$ cat config.mk
export PLATFORM = sky130hd
export DESIGN_NAME = rr_handshake_arbiter_mux
export DESIGN_NICKNAME = d
export VERILOG_FILES = /design/src/rtl/rr_handshake_arbiter_mux.sv
export SDC_FILE = /design/constraint.sdc
export NUM_CORES = 1
export LEC_CHECK = 0
export BUFFER_PORTS_ARGS = -buffer_cell sky130_fd_sc_hd__buf_2
export CORE_UTILIZATION = 38
export CTS_CLUSTER_SIZE = 10
export DETAILED_ROUTE_END_ITERATION = 7
export PLACE_DENSITY = 0.69
export SLEW_MARGIN = 20
export SYNTH_ARGS = -nofsm -noshare
export SYNTH_HDL_FRONTEND = slang
export SYNTH_SLANG_ARGS = --single-unit
export TNS_END_PERCENT = 100
$ cat constraint.sdc
create_clock -name clk -period 5.5 [get_ports clk]
set_input_delay 0.275 -clock clk [delete_from_list [all_inputs] [get_ports clk]]
set_output_delay 0.275 -clock clk [all_outputs]
set_load 0.05 [all_outputs]
$ cat src/rtl/rr_handshake_arbiter_mux.sv
`timescale 1ns/1ps
// Merges COUNT 4-phase req/ack channels onto one downstream link (round-robin or fixed priority) and captures the winner's payload.
// One cycle from an eligible request to req_out; a slow downstream ack just holds the FSM in REQ/REL.
module rr_handshake_arbiter_mux #(
  parameter int COUNT      = 5,
  parameter int COUNT_BITS = 3,
  parameter int DATA_WIDTH = 8,
  parameter int MODE       = 0
) (
  input  logic                          clk,
  input  logic                          reset,
  input  logic [COUNT-1:0]              reqs_in,
  output logic [COUNT-1:0]              acks_in,
  input  logic [COUNT*DATA_WIDTH-1:0]   data_in,
  input  logic [COUNT-1:0]              mask,
  output logic                          req_out,
  input  logic                          ack_out,
  output logic [DATA_WIDTH-1:0]         data_out,
  output logic [COUNT_BITS-1:0]         selected,
  output logic                          busy
);

  typedef enum logic [1:0] {IDLE, REQ, ACK, REL} state_t;

  state_t                  state, state_nxt;
  logic [COUNT_BITS-1:0]   ptr, ptr_nxt;
  logic [COUNT_BITS-1:0]   selected_nxt;
  logic [COUNT_BITS-1:0]   win_idx;
  logic                    win_vld;
  logic [COUNT-1:0]        eligible;
  logic [COUNT-1:0]        acks_nxt;
  logic [DATA_WIDTH-1:0]   data_nxt;
  logic                    req_nxt;
  logic                    busy_nxt;
  int                      cand;

  assign eligible = reqs_in & mask;

  // Scans run from lowest to highest priority so the last hit is the winner.
  always_comb begin
    win_vld = 1'b0;
    win_idx = '0;
    cand    = 0;
    if (MODE == 1) begin
      for (int i = COUNT - 1; i >= 0; i--) begin
        if (eligible[i]) begin
          win_vld = 1'b1;
          win_idx = COUNT_BITS'(i);
        end
      end
    end else begin
      for (int i = COUNT; i >= 1; i--) begin
        cand = int'(ptr) + i;
        if (cand >= COUNT) cand = cand - COUNT;
        if (eligible[cand]) begin
          win_vld = 1'b1;
          win_idx = COUNT_BITS'(cand);
        end
      end
    end
  end

  always_comb begin
    state_nxt    = state;
    ptr_nxt      = ptr;
    selected_nxt = selected;
    data_nxt     = data_out;
    req_nxt      = req_out;
    acks_nxt     = acks_in;
    busy_nxt     = busy;
    case (state)
      IDLE: begin
        if (win_vld) begin
          selected_nxt = win_idx;
          data_nxt     = data_in[int'(win_idx)*DATA_WIDTH +: DATA_WIDTH];
          req_nxt      = 1'b1;
          busy_nxt     = 1'b1;
          state_nxt    = REQ;
        end
      end
      REQ: begin
        if (ack_out) begin
          acks_nxt           = '0;
          acks_nxt[selected] = 1'b1;
          state_nxt          = ACK;
        end
      end
      ACK: begin
        // The granted request is only looked at here; a drop during REQ is ignored.
        if (!reqs_in[selected]) begin
          req_nxt   = 1'b0;
          state_nxt = REL;
        end
      end
      REL: begin
        if (!ack_out) begin
          acks_nxt  = '0;
          busy_nxt  = 1'b0;
          ptr_nxt   = (MODE == 0) ? selected : ptr;
          state_nxt = IDLE;
        end
      end
      default: state_nxt = IDLE;
    endcase
  end

  always_ff @(posedge clk or negedge reset) begin
    if (!reset) begin
      state    <= IDLE;
      ptr      <= COUNT_BITS'(COUNT - 1);
      selected <= '0;
      data_out <= '0;
      req_out  <= 1'b0;
      acks_in  <= '0;
      busy     <= 1'b0;
    end else begin
      state    <= state_nxt;
      ptr      <= ptr_nxt;
      selected <= selected_nxt;
      data_out <= data_nxt;
      req_out  <= req_nxt;
      acks_in  <= acks_nxt;
      busy     <= busy_nxt;
    end
  end

endmodule

* Yosys cells after proc, flatten, opt, wreduce, memory -nomap -nowiden
Index checks and enable logic that the tools add are counted.
Storage, ports and cells: input bits 53, word-level logic and storage cells 97, flip-flop bits (word level) 23, output and inout port bits 18
Cells by class: equality and inequality tests 7, magnitude comparators 12, add/subtract/negate cells 10, mux-type cells 47, bitwise logic cells 2, reductions and logical operators 11, shifts and indexed selects 1
Operator list (count):
- 32-bit by 5-bit < comparator with 1-bit output, second input constant | 5
- 32-bit two-way mux | 5
- 40-bit by 7-bit indexed part select with 8-bit output | 1
- 4-bit by 3-bit subtractor with 5-bit output, second input constant | 5
- 4-bit by 3-bit >= comparator with 1-bit output, second input constant | 5
- 1-bit two-way mux | 20
- 1-bit binary-select mux with 3-bit select | 6
- 3-bit two-way mux | 5
- 5-bit two-way mux | 2
- 5-bit one-hot mux with 2 select lines | 1
- 3-bit AND reduction | 3
- 3-bit by 2-bit adder with 4-bit output, second input constant | 2
- 3-bit by 3-bit adder with 4-bit output, second input constant | 2
- 2-bit two-way mux | 4
- 2-bit inequality test, second input constant | 4
- 2-bit one-hot mux with 4 select lines | 1
- 2-bit nonzero test | 3
- 5-bit AND | 1
- 3-bit by 1-bit adder with 4-bit output, second input constant | 1
- 2-bit == test, second input constant | 2
- 3-bit by 4-bit < comparator with 1-bit output, second input constant | 1
- 1-bit one-hot mux with 2 select lines | 2
- 2-bit AND reduction | 2
- 4-bit AND reduction | 1
- other kinds (6) | 6

* Logic depth before layout (Yosys ltp)
Gate-level depths: netlist (run 1).
depth after elaboration 13, gate-level depth with buffers 15, depth with buffers taken out 11

* Worst setup path before layout (run 1)
OpenSTA, ideal clock, no wires.
kind flip-flop to flip-flop, from register ptr[1], to register data_out[0], library setup time 0.144 ns, period minus slack after synthesis 3.424 ns, data required time 5.356 ns, setup slack 2.076 ns, cell stages (with the launch flop) 14, arrival 3.280 ns, buffers on the path 3, path through dfrtp_1 -> inv_1 -> ha_1 -> buf_2 -> o41ai_2 -> o21ai_1 -> or4_1 -> nor3b_1 -> and4_4 -> nand2b_4 -> buf_6 -> buf_6 -> nor3b_4 -> a221oi_1
Between the ends: longest elaborated chain between the ends 12, elaborated cells between the ends (all ways) 47, classes of those cells add/sub: 10; order compare: 5; shift: 1; mux: 30; reduce/logical: 1
RTL lines:
- from (decl) | RTL line 26 | logic [COUNT_BITS-1:0] ptr, ptr_nxt;
- from (signal assigned) | RTL line 110 | ptr <= COUNT_BITS'(COUNT - 1);
- from (signal assigned) | RTL line 118 | ptr <= ptr_nxt;
- 3-bit by 3-bit adder with 4-bit output | RTL line 53 | cand = int'(ptr) + i;
- 4-bit by 3-bit subtractor with 5-bit output / 4-bit by 3-bit >= comparator with 1-bit output (equally long branches) | RTL line 54 | if (cand >= COUNT) cand = cand - COUNT;
- 32-bit two-way mux | RTL line 54
- 1-bit binary-select mux with 3-bit select | RTL line 55 | if (eligible[cand]) begin
- 1-bit two-way mux (implied by the code) (2 in series) | RTL line 55
- 3-bit two-way mux / 1-bit two-way mux (equally long branches) (5 in series) | RTL line 55
- 40-bit by 7-bit indexed part select with 8-bit output / 2-bit AND reduction (equally long branches)
- to (signal assigned) | RTL line 120 | data_out <= data_nxt;
- to (decl) | RTL line 18 | output logic [DATA_WIDTH-1:0] data_out,
Several ways; a longest one is shown, not always the timed one. The select of a mux whose other input is x is not followed. A chain may end at the register's enable or synchronous reset.

* Worst setup path in the final report (run 1)
from register ptr[2], to register data_out[4]
Same word-level chain as after synthesis.

==> flow_summary.yaml, run 1 <==
power_and_ir_drop:
  cellLeakagePower_uw: 0.00150
  ir_worst_vdd_v: 0.000329
  power-per-cell-area_nw_per_um2: 717
  power_uw: 2220
worst_hold_path:
  hp-class: "in2async"
sta:
  min_period_ns: 4.12
  tns_ns: 0
  worst_pin_slew_ns: 1.05
  fmax_mhz: 243
  fin_hold_ws_ns: -0.00947
  finalHoldViolCount: 16
  skew_ns: 0.00618
  final.period_utilization: 0.749
  slew_headroom: 0.298
  grt_setup_unrepaired: "false"
  setup_violations: 0
  maxSlewViolCount: 0
setup_path:
  critical-path-top-delay-family: "compound AO/OA/AOI/OAI gates"
  crit_top_cell: "a21oi_1"
  worstSetupPathType: "reg2reg"
  start_kind: "register"
  cp_num_buf_inv: 0
  crit_path_max_fanout: 20
  arrival_ns: 4.28
  crit_chain: "ha_1 -> a21oi_1 -> nor3_1 -> a21oi_1 -> or4b_1 -> a21boi_2 -> a21boi_0 -> o21ai_2 -> mux2i_1 -> a221oi_1"
  cp_slowest_cell: "o21ai_2"
  crit_path_end_kind: "register"
  critical_path.max_stage_delay_ns: 0.85
  critPathRequiredTime_ns: 5.66
floorplan:
  ios: 71
  dieArea_um2: 7430
  chipWidth_um: 86.2
  core_area_um2: 6830
  die_h_um: 86.2
  start_util: 0.395
  num_rows: 30
clock_tree:
  clk_pin_slew_ns: 0.09
  clock-root-buffer: "clkbuf_8"
  cts-buffers-inserted: 3
  cts_setup_buffers: 0
  clock_tree.buffer_depth: 2
  hold_buffers: 0
  cts.htree.levels: 1
  cts_resized: 0
  cts.sinks: 23
  cts_tree: "done"
  insertion_delay_ns: 0.26
placement:
  dpl.hpwl_mm: 5.39
  finalWeightedCongestion: 0.929
  port-buffer-count: 70
route:
  first_pass_iters: 7
  drc_errors: 0
  drt-initial-drc-count: 163
  vias: 2570
  postRouteAntennaNets: 0
  vias_per_cell: 5.46
  wl_mm: 6.95
  drt-wirelength-per-cell_um: 14.8
yosys:
  synth_flop_cell: "dfrtp_1"
  syn_inst: 316
  synth_top_area_cell: "dfrtp_1"
  async_flop_share: 1.00
  seq_area_frac_synth: 0.214
  synth_area_leaders: "dfrtp_1 (20%), mux2i_1 (7.8%), ha_1 (7.4%), mux2_2 (4.6%), o21ai_0 (4.5%)"
  synthDistinctLibCells: 68
  ys_ff_latch: 23
  syn-num-nets: 385
  synth_area_um2: 2700
  synth_edf_count: 0
  synth.top_cell.area_share: 0.204
  yosysWarnings: 0
  syn_avg_cell_area_um2: 8.53
  synthTopCellsByCount: "inv_1 (25), nand2_1 (25), o21ai_0 (24), dfrtp_1 (22), mux2i_1 (21)"
global_routing:
  overflow: 0
  antenna_found_initial: 0
  grt_pass1_wl_mm: 11.0
  grt_usage: 0.185
  grt_pass1_vias: 2343
  grt_start_max_net_pins: 32
finish:
  syn_to_final_growth_pct: 15.0
  drive_above_1_share: 0.288
  regArea_um2: 577
  multi_input_area_um2: 1890
  fillers: 691
  diodes: 0
  final_core_util: 0.454
  nets: 445
run_status:
  violations: "negative hold slack"
  outcome: "finished with violations"
run:
  cap_violations: 0
## state kept, by name, summed over array words and instances (netlist names)
| register | flops |
|---|---|
| data_out | 8 |
| selected | 3 |
| acks_in | 5 |
| req_out | 1 |
| ptr | 3 |
| state | 2 |
| busy | 1 |
## worst register-to-register path, delay by kind of cell, from the launching register on
kind                     cells  cell delay (ns)
AO/OA/AOI/OAI                6             1.77
flip-flops                   1             0.81
AND/OR/NAND/NOR              2             0.75
adder cells (fa/ha/maj)      1             0.49
multiplexers                 1             0.20
## logic make-up after synthesis
group,count (synthesis),synth area share
compound gates,94,0.250
flops,23,0.214
fa+ha+maj,16,0.0743
xor+xnor,4,0.0158
simple gates,99,0.204
mux,36,0.155
buf+inv,44,0.0868
## routing by layer
layer / up-vias / GRT usage / wire (um) / share of wire
met5: - / 0 / 0 / 0
met4: 0 / 0.0667 / 125 / 0.018
met3: 8 / 0.0190 / 364 / 0.052
met2: 74 / 0.301 / 3420 / 0.49
met1: 1214 / 0.256 / 3040 / 0.44
li1: 1274 / - / - / -
## through the flow
stage	instance area, um^2	worst slack [ns]	hold slack [ns]	instances
floorplan	2700	2.08	-0.0206	316
global placement	3060	1.59	0.291	467
detailed placement	3060	1.42	0.291	467
CTS	3100	1.41	0.00150	471
global route	3100	1.06	0.0309	471
finish	3100	1.38	-0.00947	471
## cell usage in the layout, fill, tap and decap left out, drive strengths merged, types with 8 or more instances in the layout
cell type / netlist / final
a221oi: 9 / 9
nand2: 25 / 25
nor2: 19 / 19
and2: 8 / 8
a21oi: 14 / 14
inv: 26 / 26
mux2: 12 / 12
dfrtp: 22 / 22
mux2i: 21 / 21
o21ai: 28 / 28
ha: 16 / 16
buf: 14 / 73
## cell type report
type	count	area share
multi-input combinational	249	0.609
tap	96	0.0387
timing repair buffer	73	0.120
sequential	23	0.186
inverter	26	0.0315
clock buffer	4	0.0145
## power by group
group | leakage (uW) | internal (uW) | total [uW] | switching, uW
clock network | 0.0000228 | 51.7 | 106 | 54.4
logic | 0.00121 | 731 | 1810 | 1080
registers | 0.000274 | 245 | 309 | 63.9
total | 0.00150 | 1030 | 2220 | 1200
## final timing paths
path | startpoint | end | slack [ns] | cells past startpoint
min reg2reg | acks_in[0] | acks_in[0] | 0.51 | 1
min in group clk | data_in[9] | data_out[1] | 0.34 | 3
min | reset | data_out[5] | -0.009 | 1
max reg2reg | ptr[2] | data_out[4] | 1.38 | 10
max | ptr[2] | data_out[4] | 1.38 | 10
max in group asynchronous | reset | ptr[2] | 5.13 | 1
(Power assumes the default switching activity.)
==> run 2: changes to the inputs <==
ABC_AREA = 1   (was default)
PLACE_DENSITY = 0.68   (was 0.69)
clock period = 4.2 ns   (was 5.5 ns; I/O delays follow)
==> flow_summary.yaml, run 2 <==
run_status:
  outcome: "completed"
floorplan:
  chipWidth_um: 87.5
  start_util: 0.402
  num_rows: 30
  die_h_um: 87.5
  ios: 71
  core_area_um2: 6910
  dieArea_um2: 7650
setup_path:
  worstSetupPathType: "reg2reg"
  critPathRequiredTime_ns: 4.41
  r2r-end: "data_out[2]"
  crit_path_max_fanout: 9
  crit_end: "data_out[2]"
  start_kind: "register"
  arrival_ns: 3.65
  r2r_slack_ns: 0.76
  crit_path_end_kind: "register"
  startpoint: "ptr[1]"
  reg2reg_from: "ptr[1]"
  reg2reg_depth: 17
yosys:
  synth_adder_area_share: 0.0721
  synth_area_um2: 2780
  yosysWarnings: 0
  synthTopCellsByCount: "nand2_1 (101), inv_1 (75), nand3_1 (57), o21ai_0 (27), nor2_1 (23)"
  synth.top_cell.area_share: 0.198
  synth_xor_xnor_area_share: 0.0216
  synth-simple-area-share: 0.412
  muxShareOfSynthArea: 0
  ys_ff_latch: 23
  syn-num-nets: 491
  async_flop_share: 1.00
  syn_avg_cell_area_um2: 6.58
  synth_top_family_by_area: "simple AND/OR/NAND/NOR gates"
  synthDistinctLibCells: 40
  yosys.cell_count.top_type: "nand2_1"
  seq_area_frac_synth: 0.208
  synth-compound-area-share: 0.143
  synth_top_area_cell: "dfrtp_1"
  syn_inst: 422
  synth_flop_cell: "dfrtp_1"
  synth_edf_count: 0
  synth_area_leaders: "dfrtp_1 (20%), nand2_1 (14%), nand3_1 (10%), inv_1 (10%), ha_1 (7.2%)"
finish:
  nets: 559
  drive_above_1_share: 0.278
  top_regs: "data_out: 8 flops, acks_in: 5 flops"
  diodes: 0
  syn_to_final_growth_pct: 16.6
  final_cell_mix: "nand2_1 (101), inv_1 (75), buf_2 (70), nand3_1 (57), o21ai_0 (27)"
  top_register: "data_out"
  layout_commonest_cell: "nand2_1"
  largest_reg_flops: 8
sta:
  fin_hold_ws_ns: 0.280
  setup_slack_ns: 0.760
  grt_setup_unrepaired: "false"
  maxSlewViolCount: 0
  skew_ns: 0.00621
  tns_ns: 0
  final.period_utilization: 0.819
  worst_pin_slew_ns: 0.691
  setup_violations: 0
  min_period_ns: 3.44
  finalHoldViolCount: 0
  fmax_mhz: 291
  slew_headroom: 0.539
route:
  drt-initial-drc-count: 204
  wl_mm: 7.23
  first_pass_iters: 5
  vias: 2929
  vias_per_cell: 5.01
  drc_errors: 0
  drt-wirelength-per-cell_um: 12.4
  postRouteAntennaNets: 0
placement:
  finalWeightedCongestion: 0.890
  port-buffer-count: 70
  place_ws_ns: 0.525
  dpl.hpwl_mm: 5.71
worst_hold_path:
  min-delay-start: "data_in[37]"
  hp-class: "in2reg"
clock_tree:
  clock-root-buffer: "clkbuf_8"
  cts_tree: "done"
  cts_setup_buffers: 0
  clk_pin_slew_ns: 0.10
  insertion_delay_ns: 0.27
  cts.htree.levels: 1
  cts-buffers-inserted: 3
  cts.sinks: 23
  clock_tree.buffer_depth: 2
global_routing:
  antenna_found_initial: 0
  grt_start_max_net_pins: 24
  grt_pass1_vias: 2674
  grt_usage: 0.199
  grt_pass1_wl_mm: 12.1
  overflow: 0
run:
  cap_violations: 0
-- run 2: changes by cell type after synthesis, moves of 8 or more --
| cell | before | now |
|---|---|---|
| inv_1 | 25 | 75 |
| mux2i_1 | 21 | 0 |
| nand2_1 | 25 | 101 |
| and2_1 | 8 | 0 |
| a21oi_2 | 0 | 11 |
| nand4_1 | 0 | 9 |
| nand3_1 | 5 | 57 |
| nand2_2 | 0 | 15 |
| a21oi_1 | 14 | 3 |
| mux2_2 | 11 | 0 |
-- run 2: worst min-delay path by stage --
stage	to	slack, ns	depth (start not counted)
4_1_cts	data_out[5]	0.27	5
3_5_place_dp	busy	0.24	1
2_1_floorplan	acks_in[0]	-0.09	0
6_report	data_out[5]	0.28	5
5_1_grt	data_out[5]	0.29	5
3_3_place_gp	busy	0.24	1
-- run 2: worst max-delay path, stage by stage (launching register included) --
cell	delay [ns]
dfrtp_1	0.52
inv_1	0.22
ha_1	0.54
nand3_1	0.25
nand2_8	0.16
nand4_4	0.09
nand2_2	0.12
nand3_1	0.09
or2_4	0.28
nand2_4	0.09
inv_2	0.04
nand2_1	0.05
nand2_1	0.07
a21oi_2	0.42
nand3_1	0.13
nand2_1	0.08
nand2_1	0.07
a21oi_2	0.14
-- run 2: layer usage --
metal | track usage | vias up | wire [um]
li1 | - | 1473 | -
met3 | 0.0199 | 4 | 286
met1 | 0.268 | 1370 | 3430
met2 | 0.346 | 82 | 3470
met5 | 0 | - | 0
met4 | 0.0358 | 0 | 42
-- run 2: kinds of logic after synthesis --
| group | after synthesis |
|---|---|
| and+or+nand+nor | 225 |
| xor gates and xnor gates | 6 |
| buffers and inverters | 92 |
| DFF | 23 |
| AOI/OAI and AO/OA | 60 |
| adders and majority gates | 16 |
-- run 2: repair_timing --
action                    CTS  global route
hold buffers                1             0
gates resized for setup     0             0
hold endpoints to repair   22             0
-- run 2: area by class of cell --
type / instances / area [um^2]
fill: 747 / 3670
multi-input combinational: 307 / 1810
sequential: 23 / 577
timing repair buffer: 72 / 368
inverter: 83 / 319
tap: 96 / 120
clock buffer: 3 / 41.3
clock inverter: 1 / 5.00
-- run 2: metrics by stage --
step / utilization / std cells / cell area [um^2]
2_1_floorplan: - / 422 / 2780
3_3_place_gp: 0.460 / 580 / 3180
3_5_place_dp: 0.460 / 580 / 3180
4_1_cts: 0.468 / 585 / 3230
5_1_grt: 0.468 / 585 / 3240
6_report: 0.468 / 585 / 3240
Power of run 2 is left out: the tool's default activity adds up to more than one toggle a clock period on the data nets, which glitch-free logic cannot reach.
